===== src/rtl/therm2bin_pipe.sv =====
// therm2bin_pipe: pipelined thermometer-to-binary encoder for the flash-ADC back end.
// Three register stages: input capture, bubble correction plus per-group partial
// popcounts, then the final sum with the full-scale and bubble flags. A saturating
// counter tracks how many output samples needed bubble correction.
module therm2bin_pipe #(
   parameter int LOG2N = 6,   // thermometer width N = 2**LOG2N
   parameter int GROUP = 16,  // partial-popcount group size (power of 2, divides N)
   parameter int CNT_W = 16   // bubble event counter width
) (
   input  logic                clk,
   input  logic                rst,
   input  logic                in_valid,
   input  logic [2**LOG2N-1:0] therm_in,
   input  logic                clr_cnt,
   output logic                out_valid,
   output logic [LOG2N:0]      code,
   output logic                bubble,
   output logic                full,
   output logic [CNT_W-1:0]    bubble_cnt
);

   localparam int N  = 2**LOG2N;          // comparator count
   localparam int NG = N / GROUP;         // number of partial-popcount groups
   localparam int GW = $clog2(GROUP) + 1; // width of one group count (0..GROUP)
   localparam int CW = LOG2N + 1;         // width of the final code (0..N)

   // ------------------------------------------------------------------
   // Stage 1: capture the raw comparator word
   // ------------------------------------------------------------------
   logic [N-1:0] t;
   logic         v1;

   // Register the thermometer word and its valid bit.
   // NOTE: sequential state uses non-blocking assignments so every register
   // samples the pre-edge values of its sources regardless of block order.
   always_ff @(posedge clk or posedge rst) begin
      if (rst) begin
         t  <= '0;
         v1 <= 1'b0;
      end else begin
         t  <= therm_in;
         v1 <= in_valid;
      end
   end

   // ------------------------------------------------------------------
   // Stage 2: majority bubble correction and partial popcounts
   // ------------------------------------------------------------------
   // The word is padded with an implied 1 below bit 0 and an implied 0
   // above bit N-1, so the ends behave like a clean thermometer edge.
   logic [N+1:0]  t_ext;
   logic [N-1:0]  c;
   logic [GW-1:0] grp_d [NG];
   logic [GW-1:0] grp_q [NG];
   logic          bub2;
   logic          v2;

   assign t_ext = {1'b0, t, 1'b1};

   // Three-input majority over each bit and its two neighbours.
   // NOTE: combinational outputs get a full default before any loop or branch,
   // so no path through the block can leave a bit unassigned and infer a latch.
   always_comb begin
      c = '0;
      for (int i = 0; i < N; i++) begin
         c[i] = (t_ext[i]   & t_ext[i+1]) |
                (t_ext[i]   & t_ext[i+2]) |
                (t_ext[i+1] & t_ext[i+2]);
      end
   end

   // Count the ones of the corrected word within each group.
   always_comb begin
      grp_d = '{default: '0};
      for (int g = 0; g < NG; g++) begin
         for (int j = 0; j < GROUP; j++) begin
            grp_d[g] = grp_d[g] + GW'(c[g*GROUP + j]);
         end
      end
   end

   // Register the group counts, the bubble flag and the valid bit.
   // NOTE: the group-count array is a pipeline register rather than storage,
   // so it is cleared on reset like every other stage; nothing stale can leak
   // into the first sum after reset.
   always_ff @(posedge clk or posedge rst) begin
      if (rst) begin
         grp_q <= '{default: '0};
         bub2  <= 1'b0;
         v2    <= 1'b0;
      end else begin
         grp_q <= grp_d;
         bub2  <= (c != t);
         v2    <= v1;
      end
   end

   // ------------------------------------------------------------------
   // Stage 3: final sum and output flags
   // ------------------------------------------------------------------
   logic [CW-1:0] sum;

   // Add the group counts; CW bits always holds the maximum value N.
   always_comb begin
      sum = '0;
      for (int g = 0; g < NG; g++) begin
         sum = sum + CW'(grp_q[g]);
      end
   end

   // Present a new result only for valid samples; otherwise hold the last one.
   always_ff @(posedge clk or posedge rst) begin
      if (rst) begin
         out_valid <= 1'b0;
         code      <= '0;
         bubble    <= 1'b0;
         full      <= 1'b0;
      end else begin
         out_valid <= v2;
         if (v2) begin
            code   <= sum;
            bubble <= bub2;
            full   <= (sum == CW'(N));
         end
      end
   end

   // ------------------------------------------------------------------
   // Bubble event counter
   // ------------------------------------------------------------------
   // Count presented samples that needed correction; clear has priority and
   // the count sticks at all-ones instead of wrapping.
   always_ff @(posedge clk or posedge rst) begin
      if (rst) begin
         bubble_cnt <= '0;
      end else if (clr_cnt) begin
         bubble_cnt <= '0;
      end else if (out_valid && bubble && (bubble_cnt != '1)) begin
         bubble_cnt <= bubble_cnt + CNT_W'(1);
      end
   end

endmodule


===== config.mk =====
export PLATFORM = sky130hd
export DESIGN_NAME = therm2bin_pipe
export DESIGN_NICKNAME = d
export VERILOG_FILES = /design/src/rtl/therm2bin_pipe.sv
export SDC_FILE = /design/constraint.sdc
export NUM_CORES = 1
export LEC_CHECK = 0
export ABC_AREA = 1
export CAP_MARGIN = 20
export CORE_MARGIN = 2
export CORE_UTILIZATION = 55
export CTS_BUF_LIST = sky130_fd_sc_hd__clkbuf_2
export DETAILED_ROUTE_END_ITERATION = 6
export GPL_TIMING_DRIVEN = 0
export PLACE_DENSITY_LB_ADDON = 0.15
export SYNTH_ARGS = -nofsm -noshare
export SYNTH_HDL_FRONTEND = slang
export SYNTH_SLANG_ARGS = --single-unit

===== constraint.sdc =====
create_clock -name clk -period 4.4 [get_ports clk]
set_input_delay 0.88 -clock clk [delete_from_list [all_inputs] [get_ports clk]]
set_output_delay 0.88 -clock clk [all_outputs]
set_load 0.01 [all_outputs]

# [Word level (Yosys, flattened, before mapping)]
# Index checks and enable logic that the tools add are counted.
[totals] ff_bits=113 latch_bits=0 mem_bits_rw=0 rom_bits=0 inputBits=68 out_inout_bits=26 elab_cells=336 n_memories=0
[op_classes] n_addsub=64 mul=0 n_div=0 n_lt_le_gt_ge=0 n_eq_ne=3 shifts=0 n_mux=2 bitwise_logic=251 reduce_logical=3
[ops] op="5-bit by 1-bit adder with 5-bit output" count=44
[ops] op="1-bit bitwise OR" count=126
[ops] op="1-bit AND" count=125
[ops] op="64-bit != test" count=1
[ops] op="16-bit two-way mux" count=2
[ops] op="4-bit by 1-bit adder with 5-bit output" count=4
[ops] op="16-bit by 1-bit adder with 16-bit output, second input constant" count=1
[ops] op="3-bit by 1-bit adder with 4-bit output" count=4
[ops] op="16-bit != test, second input constant" count=1
[ops] op="2-bit by 1-bit adder with 3-bit output" count=4
[ops] op="1-bit by 1-bit adder with 2-bit output" count=4
[ops] op="6-bit by 5-bit adder with 7-bit output" count=1
[ops] op="7-bit by 5-bit adder with 7-bit output" count=1
[ops] op="7-bit equality test, second input constant" count=1
[ops] op="5-bit by 5-bit adder with 6-bit output" count=1
[ops] op="1-bit logical AND" count=2
[ops] op="2-bit nonzero test" count=1

# [Depth between registers and ports, before layout]
# Gate-level depths: netlist of run 1.
[logic_depth] ltp_word=18 ltp_mapped=15 ltp_nobuf=15

# [Worst setup path after synthesis of run 1]
# No wires, ideal clock.
[synth_timing] path_type="register -> register" start="register t[23]" end="register grp_q[12] in the netlist's numbering" setup_ps=124 arrival_time_ps=3643 required_time_ps=4276 slack_ps=633 path_stages_with_launch=15 path_buffers=1 synth_period_minus_slack_ps=3767 path_cell_list="dfrtp_1 > clkbuf_1 > nand2_1 > nand2_1 > o21ai_0 > fa_1 > inv_1 > fa_1 > fa_1 > inv_1 > fa_1 > inv_1 > ha_1 > fa_1 > xor2_1"
[synth_rtl] element="start, declared" line="30" text="logic [N-1:0] t;"
[synth_rtl] element="start signal, assigned" line="41" text="t <= therm_in;"
[synth_rtl] element="end signal, assigned" line="92" text="grp_q <= grp_d;"
[synth_rtl] element="end, declared" line="54" text="logic [GW-1:0] grp_q [NG];"

==> impl_metrics.csv, run 1 <==
group,metric,value,unit
worst_hold_path,hold_class,"register to register",
setup_path,required,4950,ps
floorplan,dieWidth,118.0,µm
timing,slew_violations,0,
yosys,syn_inst,878,
cells_and_area,area_growth,18.86,%
floorplan,core_area,12670,µm²
yosys,yosysMostFrequentCell,"nand2_1",
clocking,clock_sinks,113,
route,route.met3.wl,458,µm
setup_path,crit_fanout,8,
global_routing,antenna_found_initial,0,
clocking,cts_buffers,17,
cells_and_area,multiInputGateArea,3704,µm²
setup_path,crit_path_start_kind,"register",
floorplan,die-area,13920,µm²
pwr,power,4.100,mW
yosys,synth_compound_area_share,7.215,%
global_routing,grt_start_max_net_pins,74,
setup_path,arrival,4520,ps
route,wirelength,12800,µm
status,outcome,"completed",
yosys,yosys.area_share.simple,23.54,%
yosys,ys_top_cells_by_count,"280 x nand2_1, 153 x inv_1, 113 x dfrtp_1",
clocking,cts_resized,0,
global_routing,grt_util_all_layers,20.31,%
place,io_buffers,93,
setup_path,worst_setup_path_end_kind,"register",
place,hpwl,9929,µm
pwr,power_leakage,4.435,nW
timing,setup_viol,0,
yosys,ys_dominant_reg_cell,"dfrtp_1",
yosys,seq_area_frac_synth,39.58,%
setup_path,critPathKind,"register to register",
cells_and_area,stdcell_count,1176,
clocking,cts_max_path_buffers,2,
route,wl_met1,6189,µm
yosys,synth_top_area_share,39.58,%
pwr,power_density,482.8,nW/µm²
floorplan,die_h,118.0,µm
yosys,synth_area,7144,µm²
clocking,root_buffer,"clkbuf_2",
floorplan,rows,41,
yosys,synth_xor_area_share,2.207,%
yosys,muxShareOfSynthArea,0,%
yosys,ys_ff_latch,113,
clocking,hold_buffers,0,
clocking,cts_tree,"built",
route,drc,0,
timing,hold_ws,366.5,ps
timing,grt_setup_unrepaired,"no",
yosys,ys_types,27,
route,antenna_left,0,
timing,skew,24.12,ps
route,first_pass_iters,7,
yosys,synth_area_leader_cell,"dfrtp_1",
timing,fmax,0.2517,GHz
route,drtIter0Drc,306,
clocking,insertion_delay,660,ps
pwr,irDropWorstVdd,0.0004100,V
route,vias,5625,
floorplan,io_pins,94,
place,dp_cells,1144,
timing,slew_headroom,43.18,%
route,wl_per_cell,10.88,µm
run,maxCapViolCount,0,
route,wl_met2,6075,µm
timing,period_share,90.30,%
global_routing,grt_pass1_wl,23050,µm
global_routing,first_global_vias,5318,
yosys,synth_warnings,0,
clocking,clkSlewWorstSetupHoldPaths,150,ps
cells_and_area,drive_above_1_share,3.984,%
timing,finalHoldViolCount,0,
cells_and_area,nNetsFinal,1136,
route,highest_layer,"met4",
yosys,avgSynthCellArea,8.137,µm²
global_routing,overflow,0,
yosys,synth_fa_ha_area_share,18.88,%
cells_and_area,diodes,0,
floorplan,initial_utilization,56.38,%
clocking,cts_htree_levels,4,
yosys,synth-edff-count,0,
timing,worst_pin_slew,852.2,ps
clocking,post_cts_buffers,0,
cells_and_area,seq_area,2828,µm²
yosys,synth_area_leaders,"dfrtp_1 40%, nand2_1 15%, fa_1 14%",
yosys,synth_top_family_by_area,"simple AND/OR/NAND/NOR gates",
cells_and_area,fill_cells,1118,
yosys,async_flop_share,100.0,%
yosys,synth_nets,1023,
place,gp_congestion,0.8555,
timing,fin_crit,3973,ps
route,vias_per_cell,4.783,
[worst paths after layout]
| path | start | endpoint | slack [ps] | depth (start not counted) |
|---|---|---|---|---|
| worst max-delay path | t[23] | grp_q[14] | 430 | 15 |
| worst min-delay path | v1 | v2 | 370 | 0 |
| worst max register to register | t[23] | grp_q[14] | 430 | 15 |
| worst min register to register | v1 | v2 | 370 | 0 |
| max in group asynchronous | rst | grp_q[8] | 2950 | 3 |
| min in group asynchronous | rst | t[63] | 740 | 2 |
[metal layers]
metal | track usage (%) | up-vias
met1 | 27.00 | 2571
met5 | 0 | -
li1 | - | 2947
met3 | 6.395 | 6
met4 | 4.819 | 0
met2 | 32.70 | 101
[kinds of logic after synthesis]
group,Yosys count
AND/OR/NAND/NOR,414
buffers and inverters,159
flip-flops,113
AO/OA/AOI/OAI,96
adder cells (fa/ha/maj),78
XOR/XNOR,18
[worst max-delay path, cell delays in order (launching register included)]
cell	delay (ps)
dfrtp_1	360
clkbuf_1	240
nand2_1	110
nand2_1	70
o21ai_0	110
fa_1	520
inv_1	50
fa_1	460
fa_1	540
inv_1	50
fa_1	530
inv_1	40
ha_1	220
fa_1	400
nand2_1	80
a21boi_0	80
[layout make-up]
cell class / count / share of cell area [%]
inverters: 154 / 6.896
plain buffers: 5 / 0.3536
well taps: 172 / 2.534
clock inverters: 10 / 0.8104
multi-input cells: 606 / 43.61
clock buffers: 22 / 1.297
flip-flops and latches: 113 / 33.30
repair buffers: 94 / 11.20
[through the flow]
step	cell area, µm²	util (%)	setup slack [ps]	setup TNS (ps)
floorplan	7144	-	532.6	0
global placement	8290	65.43	-969.4	-108710
detailed placement	8313	65.61	438.7	0
CTS	8492	67.02	406.1	0
global route	8492	67.02	153.5	0
finish	8492	67.02	426.8	0
[where the power goes]
part           leakage (nW)  switching [mW]  internal [mW]
combinational          2.94            1.25          0.980
clock                 0.129           0.358          0.202
sequential             1.37          0.0955           1.22
total                  4.44            1.70           2.40
[layout by cell type, fill, tap and decap left out, drive strengths merged]
master | netlist | layout
a21boi | 10 | 10
a21oi | 38 | 38
buf | 1 | 2
bufinv | 0 | 1
clkbuf | 4 | 26
clkdlybuf4s50 | 0 | 93
clkinv | 0 | 9
dfrtp | 113 | 113
fa | 50 | 50
ha | 27 | 27
inv | 154 | 154
maj3 | 1 | 1
nand2 | 284 | 284
nand3 | 61 | 61
nand3b | 1 | 1
nand4 | 6 | 6
nor2 | 59 | 59
nor3 | 2 | 2
o211ai | 1 | 1
o21ai | 44 | 44
o21bai | 3 | 3
or2 | 1 | 1
xnor2 | 3 | 3
xor2 | 15 | 15
[flip-flops by register name (all words and copies together), names as in the netlist]
| name | count |
|---|---|
| bub2 | 1 |
| grp_q | 20 |
| v1 | 1 |
| t | 64 |
| v2 | 1 |
| bubble | 1 |
| full | 1 |
| bubble_cnt | 16 |
| out_valid | 1 |
| code | 7 |
(Power assumes the default switching activity.)
==> run 2, diff against run 1 <==
Settings changed: CORE_MARGIN 2 to 5.
==> impl_metrics.csv, run 2 (same netlist as run 1, synthesis figures left out) <==
group,metric,value,unit
pwr,power_leakage,4.446,nW
cells_and_area,largest_reg_flops,64,
worst_hold_path,hold_class,"register to register",
global_routing,overflow,0,
route,wirelength,13050,µm
global_routing,grt_pass1_wl,23210,µm
cells_and_area,top_register,"t",
floorplan,initial_utilization,56.38,%
floorplan,die-area,15370,µm²
status,outcome,"completed",
timing,slew_violations,0,
cells_and_area,drive_above_1_share,4.088,%
timing,skew,31.28,ps
clocking,cts_max_path_buffers,2,
clocking,hold_buffers,0,
clocking,clock_sinks,113,
floorplan,core_area,12670,µm²
timing,period_share,90.29,%
cells_and_area,final_cell_mix,"280 x nand2_1, 152 x inv_1, 113 x dfrtp_1",
floorplan,die_h,124.0,µm
setup_path,worst_setup_path_end_kind,"register",
floorplan,io_pins,94,
global_routing,first_global_vias,5524,
clocking,cts_htree_levels,4,
setup_path,path_cells,"clkbuf_1, nand2_1, nand2_1, o21ai_0, fa_1, inv_1, fa_1, fa_1, inv_1, fa_1, inv_1, ha_1, fa_1, nand2_1, a21boi_0",
clocking,root_buffer,"clkbuf_2",
worst_hold_path,min_path_cells,0,
cells_and_area,reg_top3,"t x64, grp_q x20, bubble_cnt x16",
clocking,post_cts_buffers,0,
setup_path,required,4950,ps
floorplan,rows,41,
place,dp_cells,1144,
timing,worst_pin_slew,833.2,ps
timing,slew_headroom,44.45,%
cells_and_area,mostFrequentLayoutCell,"nand2_1",
setup_path,cp_slowest_cell,"fa_1",
cells_and_area,area_growth,19.18,%
global_routing,grt_start_max_net_pins,73,
setup_path,crit_path_start_kind,"register",
pwr,irDropWorstVdd,0.0003440,V
setup_path,path_depth,15,
setup_path,crit_fanout,8,
global_routing,grt_util_all_layers,18.94,%
route,wl_per_cell,11.10,µm
setup_path,ff2ff_path_depth,15,
clocking,clkSlewWorstSetupHoldPaths,170,ps
timing,fin_crit,3973,ps
setup_path,cp_slowest_stage_delay,540,ps
route,antenna_left,0,
cells_and_area,fill_cells,1103,
place,gp_congestion,0.8294,
clocking,cts_resized,0,
route,first_pass_iters,4,
timing,grt_setup_unrepaired,"no",
route,vias,5614,
cells_and_area,diodes,0,
floorplan,dieWidth,124.0,µm
setup_path,crit_path_frequent_cell,"fa_1",
place,hpwl,10280,µm
run,maxCapViolCount,0,
setup_path,critPathBufInv,4,
clocking,insertion_delay,660,ps
cells_and_area,nNetsFinal,1136,
timing,fmax,0.2517,GHz
pwr,power_density,488.1,nW/µm²
timing,setup_viol,0,
global_routing,antenna_found_initial,0,
route,drtIter0Drc,323,
setup_path,crit_family,"adder cells",
clocking,cts_tree,"built",
cells_and_area,final_core_util,67.20,%
timing,finalHoldViolCount,0,
route,vias_per_cell,4.778,
cells_and_area,stdcell_count,1175,
setup_path,critPathKind,"register to register",
setup_path,arrival,4520,ps
clocking,cts_buffers,17,
route,drc,0,
place,io_buffers,93,
-- run 2: cell count changes in the layout (fill, tap and decap cells not counted), sizes merged --
cell / delta
clkinv: -2
bufinv: +1
-- run 2: final cells by class --
class,instances,area (µm²),share of cell area (%)
Multi-Input combinational cell,606,3704,43.50
Sequential cell,113,2828,33.21
Timing Repair Buffer,94,950.9,11.17
Inverter,154,585.6,6.877
Tap cell,172,215.2,2.528
Clock buffer,22,110.1,1.293
Clock inverter,9,91.34,1.073
Buffer,5,30.03,0.3527
-- run 2: power by group --
part           switching, mW  internal [mW]
Sequential            0.0965           1.22
Combinational           1.24          0.978
Clock                  0.362          0.260
Total                   1.70           2.45
-- run 2: worst register-to-register path: cells and delay by family, from the launching register on --
kind | cells | cell delay (ps)
AND/OR/NAND/NOR | 3 | 260
flip-flops | 1 | 360
adder cells (fa/ha/maj) | 6 | 2660
AO/OA/AOI/OAI | 2 | 180
buffers and inverters | 4 | 390
-- run 2: worst paths after layout --
| kind | slack [ps] | end | startpoint |
|---|---|---|---|
| setup / recovery | 430 | grp_q[14] | t[23] |
| hold / removal | 360 | v2 | v1 |
| setup reg to reg | 430 | grp_q[14] | t[23] |
| hold reg to reg | 360 | v2 | v1 |
| max in group asynchronous | 2960 | t[10] | rst |
| min in group asynchronous | 740 | t[58] | rst |
-- run 2: stage by stage --
step                      hold WS [ps]  area (µm²)  worst slack (ps)  TNS, ps  total power [mW]
after floorplan                  331.2        7144             532.6        0             3.032
after global placement           334.0        8290            -919.5  -103010             3.501
after detailed placement         334.7        8313             453.0        0             3.577
after CTS                        365.6        8514             398.8        0             4.233
after global routing             369.2        8514             229.8        0             4.653
final                            364.3        8514             427.4        0             4.156
-- run 2: layer usage --
| layer | vias up | wire length, µm | global-route usage [%] |
|---|---|---|---|
| met1 | 2568 | 6095 | 24.66 |
| met2 | 95 | 6172 | 31.02 |
| met4 | 0 | 185 | 7.118 |
| met3 | 16 | 592 | 4.405 |
| met5 | - | 0 | 0 |
| li1 | 2935 | - | - |
==> run 3, diff against run 2 <==
Settings changed: CAP_MARGIN 20 to default, SKIP_CTS_REPAIR_TIMING from default to 1.
==> results of run 3 <==
No change in the layout: final DEF, timing and power equal those of run 2.
